[config.mk]
export PLATFORM = sky130hd
export DESIGN_NAME = booth_seq_mult
export DESIGN_NICKNAME = d
export VERILOG_FILES = /design/src/rtl/booth_pkg.sv /design/src/rtl/booth_pp_gen.sv /design/src/rtl/cla_adder.sv /design/src/rtl/booth_seq_mult.sv
export SDC_FILE = /design/constraint.sdc
export NUM_CORES = 1
export LEC_CHECK = 0
export BUFFER_PORTS_ARGS = -buffer_cell sky130_fd_sc_hd__buf_2
export CAP_MARGIN = 15
export CORE_MARGIN = 5
export CORE_UTILIZATION = 36
export DETAILED_ROUTE_END_ITERATION = 8
export PLACE_DENSITY = 0.51
export RECOVER_POWER = 100
export SLEW_MARGIN = 5
export SYNTH_ARGS = -nofsm -noshare
export SYNTH_HDL_FRONTEND = slang
export SYNTH_SLANG_ARGS = --single-unit
[constraint.sdc]
create_clock -name clk -period 9.1 [get_ports clk]
set_input_delay 0.91 -clock clk [delete_from_list [all_inputs] [get_ports clk]]
set_output_delay 0.91 -clock clk [all_outputs]
set_load 0.02 [all_outputs]
[src/rtl/booth_pkg.sv]
// Shared types and constants for the radix-4 Booth multiplier core.
package booth_pkg;

    localparam int DEFAULT_WIDTH = 12;

    typedef enum logic [1:0] {
        IDLE,
        RUN,
        DONE
    } state_t;

    typedef enum logic [2:0] {
        ZERO,
        POS1,
        POS2,
        NEG1,
        NEG2
    } digit_t;

    // Map a {y[2i+1], y[2i], y[2i-1]} triplet to its Booth digit.
    function automatic digit_t booth_decode(input logic [2:0] bits);
        digit_t d;
        case (bits)
            3'b001, 3'b010: d = POS1;
            3'b011:         d = POS2;
            3'b100:         d = NEG2;
            3'b101, 3'b110: d = NEG1;
            default:        d = ZERO;
        endcase
        return d;
    endfunction

endpackage

[src/rtl/booth_pp_gen.sv]
// Combinational radix-4 Booth partial-product generator: one digit times x, placed at weight 4^cnt.
module booth_pp_gen
    import booth_pkg::*;
#(
    parameter int WIDTH = DEFAULT_WIDTH,
    parameter int CNT_W = 3
) (
    input  logic [2:0]         bits,
    input  logic [WIDTH-1:0]   x,
    input  logic [CNT_W-1:0]   cnt,
    output logic [2*WIDTH-1:0] pp
);

    digit_t             digit;
    logic [2*WIDTH-1:0] x_ext;
    logic [2*WIDTH-1:0] mag;

    // Select 0/x/2x, negate as invert-plus-one so the adder sees a complete two's complement term.
    always_comb begin
        digit = booth_decode(bits);
        x_ext = {{WIDTH{x[WIDTH-1]}}, x};
        mag   = '0;
        case (digit)
            POS1, NEG1: mag = x_ext;
            POS2, NEG2: mag = x_ext << 1;
            default:    mag = '0;
        endcase
        if (digit == NEG1 || digit == NEG2) begin
            mag = ~mag + 1'b1;
        end
        pp = mag << {cnt, 1'b0};
    end

endmodule

[src/rtl/cla_adder.sv]
// Carry-lookahead adder built from 4-bit lookahead groups; W must be a multiple of 4.
module cla_adder #(
    parameter int W = 24
) (
    input  logic [W-1:0] a,
    input  logic [W-1:0] b,
    input  logic         cin,
    output logic [W-1:0] sum
);

    logic       carry;
    logic [3:0] g;
    logic [3:0] p;
    logic [4:0] cc;

    // Per group: local generate/propagate, fully expanded carries, group carry-out.
    always_comb begin
        sum   = '0;
        carry = cin;
        g     = '0;
        p     = '0;
        cc    = '0;
        for (int i = 0; i < W / 4; i++) begin
            g     = a[4*i +: 4] & b[4*i +: 4];
            p     = a[4*i +: 4] ^ b[4*i +: 4];
            cc[0] = carry;
            cc[1] = g[0] | (p[0] & carry);
            cc[2] = g[1] | (p[1] & g[0]) | (p[1] & p[0] & carry);
            cc[3] = g[2] | (p[2] & g[1]) | (p[2] & p[1] & g[0])
                  | (p[2] & p[1] & p[0] & carry);
            cc[4] = g[3] | (p[3] & g[2]) | (p[3] & p[2] & g[1])
                  | (p[3] & p[2] & p[1] & g[0])
                  | (p[3] & p[2] & p[1] & p[0] & carry);
            sum[4*i +: 4] = p ^ cc[3:0];
            carry = cc[4];
        end
    end

endmodule

[src/rtl/booth_seq_mult.sv]
// Sequential radix-4 Booth multiplier: one digit per cycle, accumulated through the CLA.
// Optional build macro BOOTH_EARLY_TERM_EN finishes as soon as the remaining multiplier digits are all zero.
// Reset is asserted asynchronously; its release is expected to be synchronized upstream.
module booth_seq_mult
    import booth_pkg::*;
#(
    parameter int WIDTH = DEFAULT_WIDTH
) (
    input  logic               clk,
    input  logic               rst_n,
    input  logic               in_valid,
    output logic               in_ready,
    input  logic [WIDTH-1:0]   x_in,
    input  logic [WIDTH-1:0]   y_in,
    output logic               out_valid,
    input  logic               out_ready,
    output logic [2*WIDTH-1:0] product,
    output logic               busy
);

    localparam int NDIG  = WIDTH / 2;
    localparam int CNT_W = $clog2(NDIG + 1);
    localparam int PW    = 2 * WIDTH;

    state_t           state_q, state_d;
    logic [WIDTH-1:0] x_q, x_d;
    logic [WIDTH-1:0] y_q, y_d;
    logic [PW-1:0]    acc_q, acc_d;
    logic [CNT_W-1:0] cnt_q, cnt_d;

    logic [2:0]       digit_bits;
    logic [PW-1:0]    pp;
    logic [PW-1:0]    sum;
    logic             last_digit;

    // Pick the current Booth triplet; y[-1] is the appended zero below bit 0.
    always_comb begin
        digit_bits = 3'({y_q, 1'b0} >> {cnt_q, 1'b0});
    end

    booth_pp_gen #(
        .WIDTH (WIDTH),
        .CNT_W (CNT_W)
    ) u_pp_gen (
        .bits (digit_bits),
        .x    (x_q),
        .cnt  (cnt_q),
        .pp   (pp)
    );

    cla_adder #(
        .W (PW)
    ) u_cla (
        .a   (acc_q),
        .b   (pp),
        .cin (1'b0),
        .sum (sum)
    );

`ifdef BOOTH_EARLY_TERM_EN
    logic [WIDTH-1:0] y_rest;

    // Stop once the bits above the current digit are pure sign extension: all later digits are zero.
    always_comb begin
        y_rest     = $signed(y_q) >>> ({cnt_q, 1'b0} + 1'b1);
        last_digit = (cnt_q == CNT_W'(NDIG - 1)) || (y_rest == '0) || (y_rest == '1);
    end
`else
    // Fixed-length run: the final digit is always digit NDIG-1.
    always_comb begin
        last_digit = (cnt_q == CNT_W'(NDIG - 1));
    end
`endif

    // Next-state and datapath control for IDLE -> RUN -> DONE.
    always_comb begin
        state_d = state_q;
        x_d     = x_q;
        y_d     = y_q;
        acc_d   = acc_q;
        cnt_d   = cnt_q;
        case (state_q)
            IDLE: begin
                if (in_valid) begin
                    x_d     = x_in;
                    y_d     = y_in;
                    acc_d   = '0;
                    cnt_d   = '0;
                    state_d = RUN;
                end
            end
            RUN: begin
                acc_d = sum;
                cnt_d = cnt_q + 1'b1;
                if (last_digit) begin
                    state_d = DONE;
                end
            end
            DONE: begin
                if (out_ready) begin
                    state_d = IDLE;
                end
            end
            default: state_d = IDLE;
        endcase
    end

    // State and datapath registers.
    always_ff @(posedge clk or negedge rst_n) begin
        if (!rst_n) begin
            state_q <= IDLE;
            x_q     <= '0;
            y_q     <= '0;
            acc_q   <= '0;
            cnt_q   <= '0;
        end else begin
            state_q <= state_d;
            x_q     <= x_d;
            y_q     <= y_d;
            acc_q   <= acc_d;
            cnt_q   <= cnt_d;
        end
    end

    assign in_ready  = (state_q == IDLE);
    assign out_valid = (state_q == DONE);
    assign busy      = (state_q == RUN);
    assign product   = acc_q;

endmodule

==> summary.txt, run 1 <==
Status
  – Status: finished, violations left
  – Failing checks: max-capacitance violations, max-slew violations

STA
  – Slew @ Worst Pin: 2970 ps
  – Final setup fails: 0
  – Final worst path period need: 7890 ps
  – Final setup TNS: 0 ps
  – Highest Clock Rate: between 100 and 150 MHz
  – Tcrit/Tclk final: around 87%
  – Slew Limit Headroom: -97.7%
  – RSZ-0062 raised after global routing: no
  – Worst hold margin: 478 ps
  – Final hold vios: 0
  – Clock skew: approximately 6.2 ps
  – Final-report max-slew violation count: between 150 and 200

Hold path
  – HP Class: reg2reg
  – Hold Crit Depth: 2
  – Hold_sp: y_q[10]
  – Hold endpoint: y_q[10]

Synth
  – Main combinational cell family by area after synthesis: simple AND/OR/NAND/NOR gates
  – Register area share after synthesis: about 29%
  – Synth Area in XOR/XNOR: under 10%
  – Mux contribution to synthesized area: 7.34%
  – Yosys top cell area share: 28.8%
  – Post-synth EDFFs: 0
  – Simple-Gate Fraction of Synth Area: 23.0%
  – Main synth FF type: dfrtp_1
  – Cell variety after synth: 60
  – Cell accounting for the most synthesized area: dfrtp_1
  – YS warnings: 0
  – Main area contributors after synthesis: dfrtp_1 (29%), nand2_1 (9.2%), ha_1 (8.2%), o21ai_0 (5.5%), mux2i_1 (4.6%)
  – Synth async-reset ratio: 100%
  – Avg Cell Area, Syn: around 7.9 um^2
  – Synth Register Bits: 53
  – Post-synthesis compound-gate area fraction: 21.1%
  – Syn Nets: 647
  – Post-synthesis adder-cell area fraction: 10.8%
  – Mapped Cells: between 500 and 600
  – Synthesized area: roughly 0.0046 mm^2

CTS
  – Post-cts resize count: 0
  – Deepest clock path buffer count: 2
  – Clock sink count: 53
  – H-Tree Level Count: 2
  – Setup bufs post-CTS: 0
  – Worst-path clk slew: 70 ps
  – CTS Buf Count: 5
  – CTS tree: yes
  – Clock root buffer: clkbuf_16
  – Hold_buf cts: 0
  – Clk_lat worst skew: about 310 ps

Floorplan
  – Core Region: ~0.013 mm^2
  – Die W: about 120 um
  – Total Die Area: 0.0152 mm^2
  – Row count: roughly 40
  – I/O Pins: 55
  – Starting density of the core: a little over a third
  – Die Ht: ~120 um

Final layout
  – Nets: between 600 and 700
  – Area of the multi-input gates: a little over 0.003 mm^2
  – Design area: about 0.0051 mm^2
  – Fin cells: a little under 800
  – Fillers: ~1300
  – P&R area growth vs syn: 10.3%
  – Share of cells above drive strength 1: under 10%
  – # diodes: 0
  – Sequential cell area: roughly 0.0013 mm^2

GRT
  – First-pass GRT wire length: ~20 mm
  – Pin count of the biggest net entering global routing: 54
  – Vias in the first global route: 3962
  – GRT Total Usage: around 17%
  – GRT Residual Overflow: 0
  – Initial antenna violation count: 0

Place
  – DP HPWL: around 8.9 mm
  – Final GP Congestion: roughly 0.9
  – I/O Buffers: 54
  – Placed cells: a little under 800
  – Post-Place Cell Area: between 0.004 and 0.005 mm^2

Critical path
  – CP Max Fanout: 31
  – Worst r2r src: cnt_q[0]
  – Worst Path Required: slightly above 9000 ps
  – Worst path slowest cell: dfrtp_1
  – Worst r2r path cells: 29
  – Reg2reg setup slack: 1210 ps
  – CP Launch Type: register
  – Reg2Reg Capture Point: product[20]
  – Crit path DAT: roughly 8000 ps
  – Crit end category: register
  – Slowest stage delay, CP: 1000 ps
  – Critical path type: reg2reg

Drt
  – DR DRC count: 0
  – DR vias: between 4000 and 5000
  – Antenna viol nets, final: 0
  – Drt wl/cell: about 16 um
  – Vias per cell: between 5 and 6
  – Detailed Route WL: ~12 mm
  – DR pass1 iterations: 5
  – Initial DRC count: approximately 280

Run
  – MaxCap Viol Count: 3
==> synth_stat cells (all sizes together) (2+ instances only) <==
| library cell | instances |
|---|---|
| nand2 | 113 |
| dfrtp | 53 |
| o21ai | 51 |
| nor2 | 36 |
| clkbuf | 31 |
| ha | 30 |
| nand3 | 29 |
| a21oi | 25 |
| mux2i | 21 |
| inv | 18 |
| nand2b | 11 |
| xor2 | 11 |
| a22oi | 10 |
| xnor2 | 10 |
| buf | 9 |
| a211oi | 7 |
| and2 | 7 |
| mux2 | 7 |
| o31ai | 7 |
| fa | 6 |
| nor3 | 6 |
| nor4 | 6 |
| o22ai | 6 |
| a211o | 5 |
| a221oi | 5 |
| a31oi | 5 |
| nor2b | 5 |
| o21a | 5 |
| or4 | 4 |
| a21o | 3 |
| a22o | 3 |
| nand4 | 3 |
| or2 | 3 |
| or3 | 3 |
| a21boi | 2 |
| and3 | 2 |
| mux4 | 2 |
| nand3b | 2 |
| o211ai | 2 |
| o21bai | 2 |
| o2bb2ai | 2 |
==> registers in the layout, indices dropped and copies added, names as in the netlist <==
register / flops
product: 24
x_q: 12
y_q: 12
cnt_q: 3
state_q: 2
==> cell usage in the layout, fill, tap and decap left out, types with 3 or more instances in the layout <==
| cell type | instances |
|---|---|
| a211o_1 | 5 |
| a211oi_1 | 7 |
| a21o_1 | 3 |
| a21oi_1 | 25 |
| a221oi_1 | 5 |
| a22o_1 | 3 |
| a22oi_1 | 10 |
| a31oi_1 | 5 |
| and2_1 | 5 |
| buf_2 | 28 |
| buf_4 | 3 |
| clkbuf_1 | 29 |
| clkbuf_16 | 5 |
| clkinvlp_4 | 3 |
| dfrtp_1 | 53 |
| fa_1 | 6 |
| ha_1 | 30 |
| inv_1 | 18 |
| mux2_2 | 6 |
| mux2i_1 | 21 |
| nand2_1 | 113 |
| nand2b_1 | 11 |
| nand3_1 | 29 |
| nand4_1 | 3 |
| nor2_1 | 36 |
| nor2b_1 | 5 |
| nor3_1 | 6 |
| nor4_1 | 6 |
| o21a_1 | 5 |
| o21ai_0 | 51 |
| o22ai_1 | 6 |
| o31ai_1 | 7 |
| or2_2 | 3 |
| or3_1 | 3 |
| or4_1 | 4 |
| xnor2_1 | 10 |
| xor2_1 | 11 |
==> how the worst max path moves through the flow <==
| stage | slack [ps] | end | start |
|---|---|---|---|
| after floorplan | 2430 | product[21] | cnt_q[0] |
| after global placement | 1630 | product[20] | cnt_q[0] |
| after detailed placement | 1400 | product[20] | cnt_q[0] |
| after CTS | 1340 | product[20] | cnt_q[0] |
| after global routing | 370 | product[20] | cnt_q[0] |
| final | 1210 | product[20] | cnt_q[0] |
==> routing by layer <==
layer / track usage, % / routed length (um) / vias up
met5: 0 / 0 / -
met4: 4.84 / 221 / 0
met3: 3.25 / 523 / 14
met2: 25.6 / 5380 / 80
met1: 23.8 / 6040 / 1971
li1: - / - / 2131
==> worst max-delay path: cells and delay by family, from the launching register on <==
family                   cells  cell delay (ps)
multiplexers                 3              760
buffers and inverters        3              890
AO/OA/AOI/OAI               13             2770
flip-flops                   1             1000
AND/OR/NAND/NOR              6              920
adder cells (fa/ha/maj)      4             1330
==> through the flow <==
step	setup WS (ps)	utilization, %
floorplan	2430	-
global placement	1630	39.6
detailed placement	1400	39.6
CTS	1340	40.8
global route	365	40.4
finish	1210	40.4
==> logic make-up after synthesis <==
logic type,count (synthesis)
and+or+nand+nor,233
AOI/OAI and AO/OA,151
adders and majority gates,36
xor gates and xnor gates,21
buffers and inverters,59
DFF,53
muxes,30
==> layout make-up <==
class                      instances  area share (%)
multi-input combinational        471            60.0
sequential                        53            26.1
timing repair buffer              60            5.35
tap                              172            4.24
clock buffer                       5            2.46
inverter                          19            1.40
clock inverter                     3           0.443
Power of run 1 is not shown: default switching activity piles up to over one toggle a cycle in this logic, so the estimate is an artifact.
==> inputs of run 2 (changes only) <==
- PLACE_DENSITY: 0.51 -> 0.53
- clock period: 9.1 -> 6.6 ns (I/O delays scaled with it)
==> summary.txt, run 2 (synthesized netlist as in run 1, its figures left out) <==
Critical path
  – WP buf/inv: 3 (unchanged)
  – CP dominant cell by count: o21ai_0
  – Crit end category: register (unchanged)
  – Worst Path Required: 6770 ps (was 9230 ps)
  – Reg2reg setup slack: 540 ps (was 1210 ps)
  – CP Max Fanout: 6 (was 31)
  – Crit path DAT: 6230 ps (was 8020 ps)
  – CP Launch Type: register (unchanged)
  – Worst path slowest cell: a21boi_0 (was dfrtp_1)
  – Critical path type: reg2reg (unchanged)
  – Slowest stage delay, CP: 490 ps (was 1000 ps)
  – Crit path max-delay family: compound AO/OA/AOI/OAI gates (unchanged)

CTS
  – Clock sink count: 53 (unchanged)
  – Clock root buffer: clkbuf_16 (unchanged)
  – CTS Buf Count: 5 (unchanged)
  – Deepest clock path buffer count: 2 (unchanged)
  – Hold_buf cts: 0 (unchanged)
  – H-Tree Level Count: 2 (unchanged)
  – Worst-path clk slew: 70 ps (about the same)
  – Clk_lat worst skew: 300 ps (was 310 ps)
  – CTS tree: yes (unchanged)

GRT
  – GRT Total Usage: 16.9% (was 16.6%)
  – GRT Residual Overflow: 0 (unchanged)
  – Vias in the first global route: 4146 (was 3962)
  – Pin count of the biggest net entering global routing: 54 (unchanged)
  – First-pass GRT wire length: 20.6 mm (was 20.1 mm)
  – GR Layer Usage met2: 27.5% (was 25.6%)
  – GRT Max-Usage Layer: met2 (unchanged)
  – GR Util met3: 3.16% (was 3.25%)
  – Initial antenna violation count: 0 (unchanged)
  – GRT met1 Usage: 22.8% (was 23.8%)

Final layout
  – Most frequent cells in the layout: nand2_1 (113), dfrtp_1 (53), o21ai_0 (50), nor2_1 (36) (was nand2_1 (113), dfrtp_1 (53), o21ai_0 (51), nor2_1 (36), ha_1 (30))
  – Commonest non-fill, non-tap cell in the layout: nand2_1 (unchanged)
  – P&R area growth vs syn: 12.3% (was 10.3%)
  – Nets: 682 (was 674)
  – # diodes: 0 (unchanged)
  – Utilization after layout: 41.2% (was 40.4%)
  – Largest register FFs: 24 (unchanged)
  – Share of cells above drive strength 1: 10.8% (was 8.84%)
  – Fin cells: 791 (was 783)

Floorplan
  – I/O Pins: 55 (unchanged)
  – Core Region: 0.0126 mm^2 (unchanged)
  – Starting density of the core: 36.6% (unchanged)
  – Die Ht: 123 um (unchanged)
  – Row count: 41 (unchanged)
  – Total Die Area: 0.0152 mm^2 (unchanged)
  – Die W: 123 um (unchanged)

Status
  – Failing checks: max-capacitance violations, max-slew violations (unchanged)
  – Status: finished, violations left (unchanged)

STA
  – Final setup TNS: 0 ps (unchanged)
  – Final worst path period need: 6060 ps (was 7890 ps)
  – Highest Clock Rate: 165 MHz (was 127 MHz)
  – RSZ-0062 raised after global routing: no (unchanged)
  – Clock skew: 4.82 ps (was 6.17 ps)
  – Final setup fails: 0 (unchanged)
  – Final hold vios: 0 (unchanged)
  – Tcrit/Tclk final: 91.9% (was 86.7%)
  – Slew Limit Headroom: -96.6% (was -97.7%)
  – Slew @ Worst Pin: 2950 ps (was 2970 ps)
  – Final-report max-slew violation count: 102 (was 152)
  – Worst hold margin: 476 ps (was 478 ps)

Hold path
  – HP Class: reg2reg (unchanged)

Drt
  – Initial DRC count: 233 (was 281)
  – DR vias: 4284 (was 4196)
  – DR DRC count: 0 (unchanged)
  – Vias per cell: 5.42 (was 5.36)
  – Antenna viol nets, final: 0 (unchanged)
  – Detailed Route WL: 12.3 mm (was 12.2 mm)
  – DR pass1 iterations: 4 (was 5)
  – Drt wl/cell: 15.6 um (was 15.5 um)

Place
  – I/O Buffers: 54 (unchanged)
  – Placed cells: 782 (was 775)
  – Final GP Congestion: 0.920 (was 0.887)
  – DP HPWL: 9.20 mm (was 8.92 mm)

Run
  – MaxCap Viol Count: 2 (was 3)
-- run 2: metrics by stage --
step | setup WS (ps) | cell area, um^2
global route | 17.2 | 5170
floorplan | 28.5 | 4610
CTS | 196 | 5170
finish | 537 | 5170
detailed placement | 220 | 5030
global placement | 512 | 5030
-- run 2: worst min-delay path: cells and delay by family (launching register included) --
family        cells  cell delay [ps]
flops             1              340
simple gates      2              110
-- run 2: per-layer routing --
metal	routed length (um)	vias up	part of all wire [%]
li1	-	2144	-
met1	5810	2038	47
met2	5770	88	47
met3	568	14	4.6
met4	195	0	1.6
met5	0	-	0
-- run 2: path summary, 6_finish.rpt --
path,from,endpoint,cells past startpoint
worst max-delay path,cnt_q[0],product[21],30
worst min-delay path,y_q[2],y_q[2],2
worst max register to register,cnt_q[0],product[21],30
worst min register to register,y_q[2],y_q[2],2
max in group asynchronous,rst_n,product[10],2
min in group asynchronous,rst_n,x_q[5],2
-- run 2: final cells by class --
class | count | area (um^2)
clock buffers | 5 | 125
clock inverters | 3 | 17.5
fillers | 1333 | 7400
inverters | 19 | 71.3
multi-input cells | 471 | 3090
flip-flops and latches | 53 | 1330
well taps | 172 | 215
repair buffers | 68 | 332
-- run 2: what timing repair did --
| action | in CTS | in global routing |
|---|---|---|
| endpoints found under the setup margin | 0 | 6 |
| buffers inserted | 0 | 1 |
| gates resized for setup | 0 | 8 |
Power of run 2 is left out for the same reason.
==> inputs of run 3 (changes only) <==
- PLACE_DENSITY: 0.53 -> 0.54
==> summary.txt, run 3 (synthesized netlist as in run 1, its figures left out) <==
GRT
  – Vias in the first global route: 4318 (was 4146)
  – GRT Total Usage: 17.6% (was 16.9%)
  – GRT Residual Overflow: 0 (unchanged)
  – Initial antenna violation count: 0 (unchanged)
  – Pin count of the biggest net entering global routing: 54 (unchanged)
  – First-pass GRT wire length: 21.2 mm (was 20.6 mm)

CTS
  – Worst-path clk slew: 70 ps (about the same)
  – Clock root buffer: clkbuf_16 (unchanged)
  – CTS tree: yes (unchanged)
  – Clk_lat worst skew: 300 ps (about the same)
  – Deepest clock path buffer count: 2 (unchanged)
  – Clock sink count: 53 (unchanged)
  – Hold_buf cts: 0 (unchanged)
  – H-Tree Level Count: 2 (unchanged)
  – CTS Buf Count: 5 (unchanged)

Floorplan
  – Total Die Area: 0.0152 mm^2 (unchanged)
  – Starting density of the core: 36.6% (unchanged)
  – Die W: 123 um (unchanged)
  – Die Ht: 123 um (unchanged)
  – Core Region: 0.0126 mm^2 (unchanged)
  – Row count: 41 (unchanged)
  – I/O Pins: 55 (unchanged)

Drt
  – DR vias: 4299 (was 4284)
  – Detailed Route WL: 12.6 mm (was 12.3 mm)
  – DR DRC count: 0 (unchanged)
  – Antenna viol nets, final: 0 (unchanged)
  – Vias per cell: 5.44 (was 5.42)
  – DR pass1 iterations: 4 (unchanged)
  – Drt wl/cell: 15.9 um (was 15.6 um)
  – Initial DRC count: 253 (was 233)

STA
  – Highest Clock Rate: 164 MHz (was 165 MHz)
  – Worst hold margin: 489 ps (was 476 ps)
  – Clock skew: 2.51 ps (was 4.82 ps)
  – RSZ-0062 raised after global routing: no (unchanged)
  – Final-report max-slew violation count: 102 (unchanged)
  – Final worst path period need: 6090 ps (was 6060 ps)
  – Slew @ Worst Pin: 2960 ps (was 2950 ps)
  – Final hold vios: 0 (unchanged)
  – Final setup TNS: 0 ps (unchanged)
  – Slew Limit Headroom: -97.4% (was -96.6%)
  – Tcrit/Tclk final: 92.2% (was 91.9%)
  – Final setup fails: 0 (unchanged)

Run
  – MaxCap Viol Count: 2 (unchanged)

Hold path
  – Hold Crit Depth: 2 (unchanged)
  – Hold_sp: y_q[10] (was y_q[2])
  – Hold endpoint: y_q[10] (was y_q[2])
  – HP Class: reg2reg (unchanged)

Status
  – Failing checks: max-capacitance violations, max-slew violations (unchanged)
  – Status: finished, violations left (unchanged)

Critical path
  – Worst Path Required: 6770 ps (about the same)
  – Reg2Reg Capture Point: product[21] (unchanged)
  – Critical path type: reg2reg (unchanged)
  – Reg2reg setup slack: 510 ps (was 540 ps)
  – Worst r2r src: cnt_q[0] (unchanged)
  – Crit end category: register (unchanged)
  – CP Max Fanout: 23 (was 6)
  – CP Launch Type: register (unchanged)
  – Worst r2r path cells: 26 (was 30)
  – Crit path DAT: 6260 ps (was 6230 ps)

Place
  – DP HPWL: 9.30 mm (was 9.20 mm)
  – I/O Buffers: 54 (unchanged)
  – Final GP Congestion: 0.910 (was 0.920)
  – Placed cells: 780 (was 782)

Final layout
  – # diodes: 0 (unchanged)
  – Fin cells: 790 (was 791)
  – Nets: 681 (was 682)
  – Most frequent cells in the layout: nand2_1 (113), dfrtp_1 (52), o21ai_0 (50), nor2_1 (36) (was nand2_1 (113), dfrtp_1 (53), o21ai_0 (50), nor2_1 (36))
  – Largest register FFs: 24 (unchanged)
  – Share of cells above drive strength 1: 11.3% (was 10.8%)
  – Commonest non-fill, non-tap cell in the layout: nand2_1 (unchanged)
  – P&R area growth vs syn: 12.4% (was 12.3%)
==> run 3: per-layer routing <==
| metal | GRT usage (%) | up-vias | wire length (um) |
|---|---|---|---|
| met1 | 24.2 | 2073 | 5960 |
| li1 | - | 2143 | - |
| met4 | 4.36 | 0 | 165 |
| met5 | 0 | - | 0 |
| met3 | 3.29 | 12 | 526 |
| met2 | 28.7 | 71 | 5940 |
==> run 3: worst max path at each step <==
stage | slack, ps | from | endpoint
after floorplan | 30 | cnt_q[0] | product[21]
after global placement | 320 | cnt_q[0] | product[20]
after detailed placement | 70 | cnt_q[0] | product[20]
after CTS | 50 | cnt_q[0] | product[20]
after global routing | 10 | cnt_q[0] | product[21]
final | 510 | cnt_q[0] | product[21]
==> run 3: what timing repair did <==
item                       CTS  global route
gates resized for setup      0            12
setup buffers                0             2
setup endpoints to repair    0            11
==> run 3: metrics by stage <==
step                worst slack (ps)  cell area (um^2)  util, %
detailed placement              73.6              5010     39.9
CTS                             54.1              5150     41.0
finish                           513              5180     41.2
global route                    9.96              5180     41.2
global placement                 321              5010     39.9
floorplan                       28.5              4610        -
==> run 3: layout make-up <==
type	instances	area, um^2
clock buffers	5	125
clock inverters	3	17.5
repair buffers	67	328
flip-flops and latches	53	1330
multi-input cells	471	3090
fillers	1331	7390
well taps	172	215
inverters	19	75.1
==> run 3: worst max-delay path, stage by stage (launching register included) <==
cell and delay, ps:
dfrtp_2 460, mux4_2 560, mux2i_4 190, inv_1 80, ha_1 240, nor2_1 120, buf_4 150, nand2_1 90
mux2i_2 200, buf_4 280, nor2_1 120, o41ai_1 850, nor2_1 110, a211oi_1 240, a21oi_1 90, mux2i_1 250
ha_1 340, a21oi_1 160, o21ai_0 100, nand2_1 100, a21oi_1 70, a21o_1 240, a21oi_2 200, o21bai_1 100
fa_1 390, xnor2_1 150, o21ai_0 80
Power of run 3 is left out for the same reason.
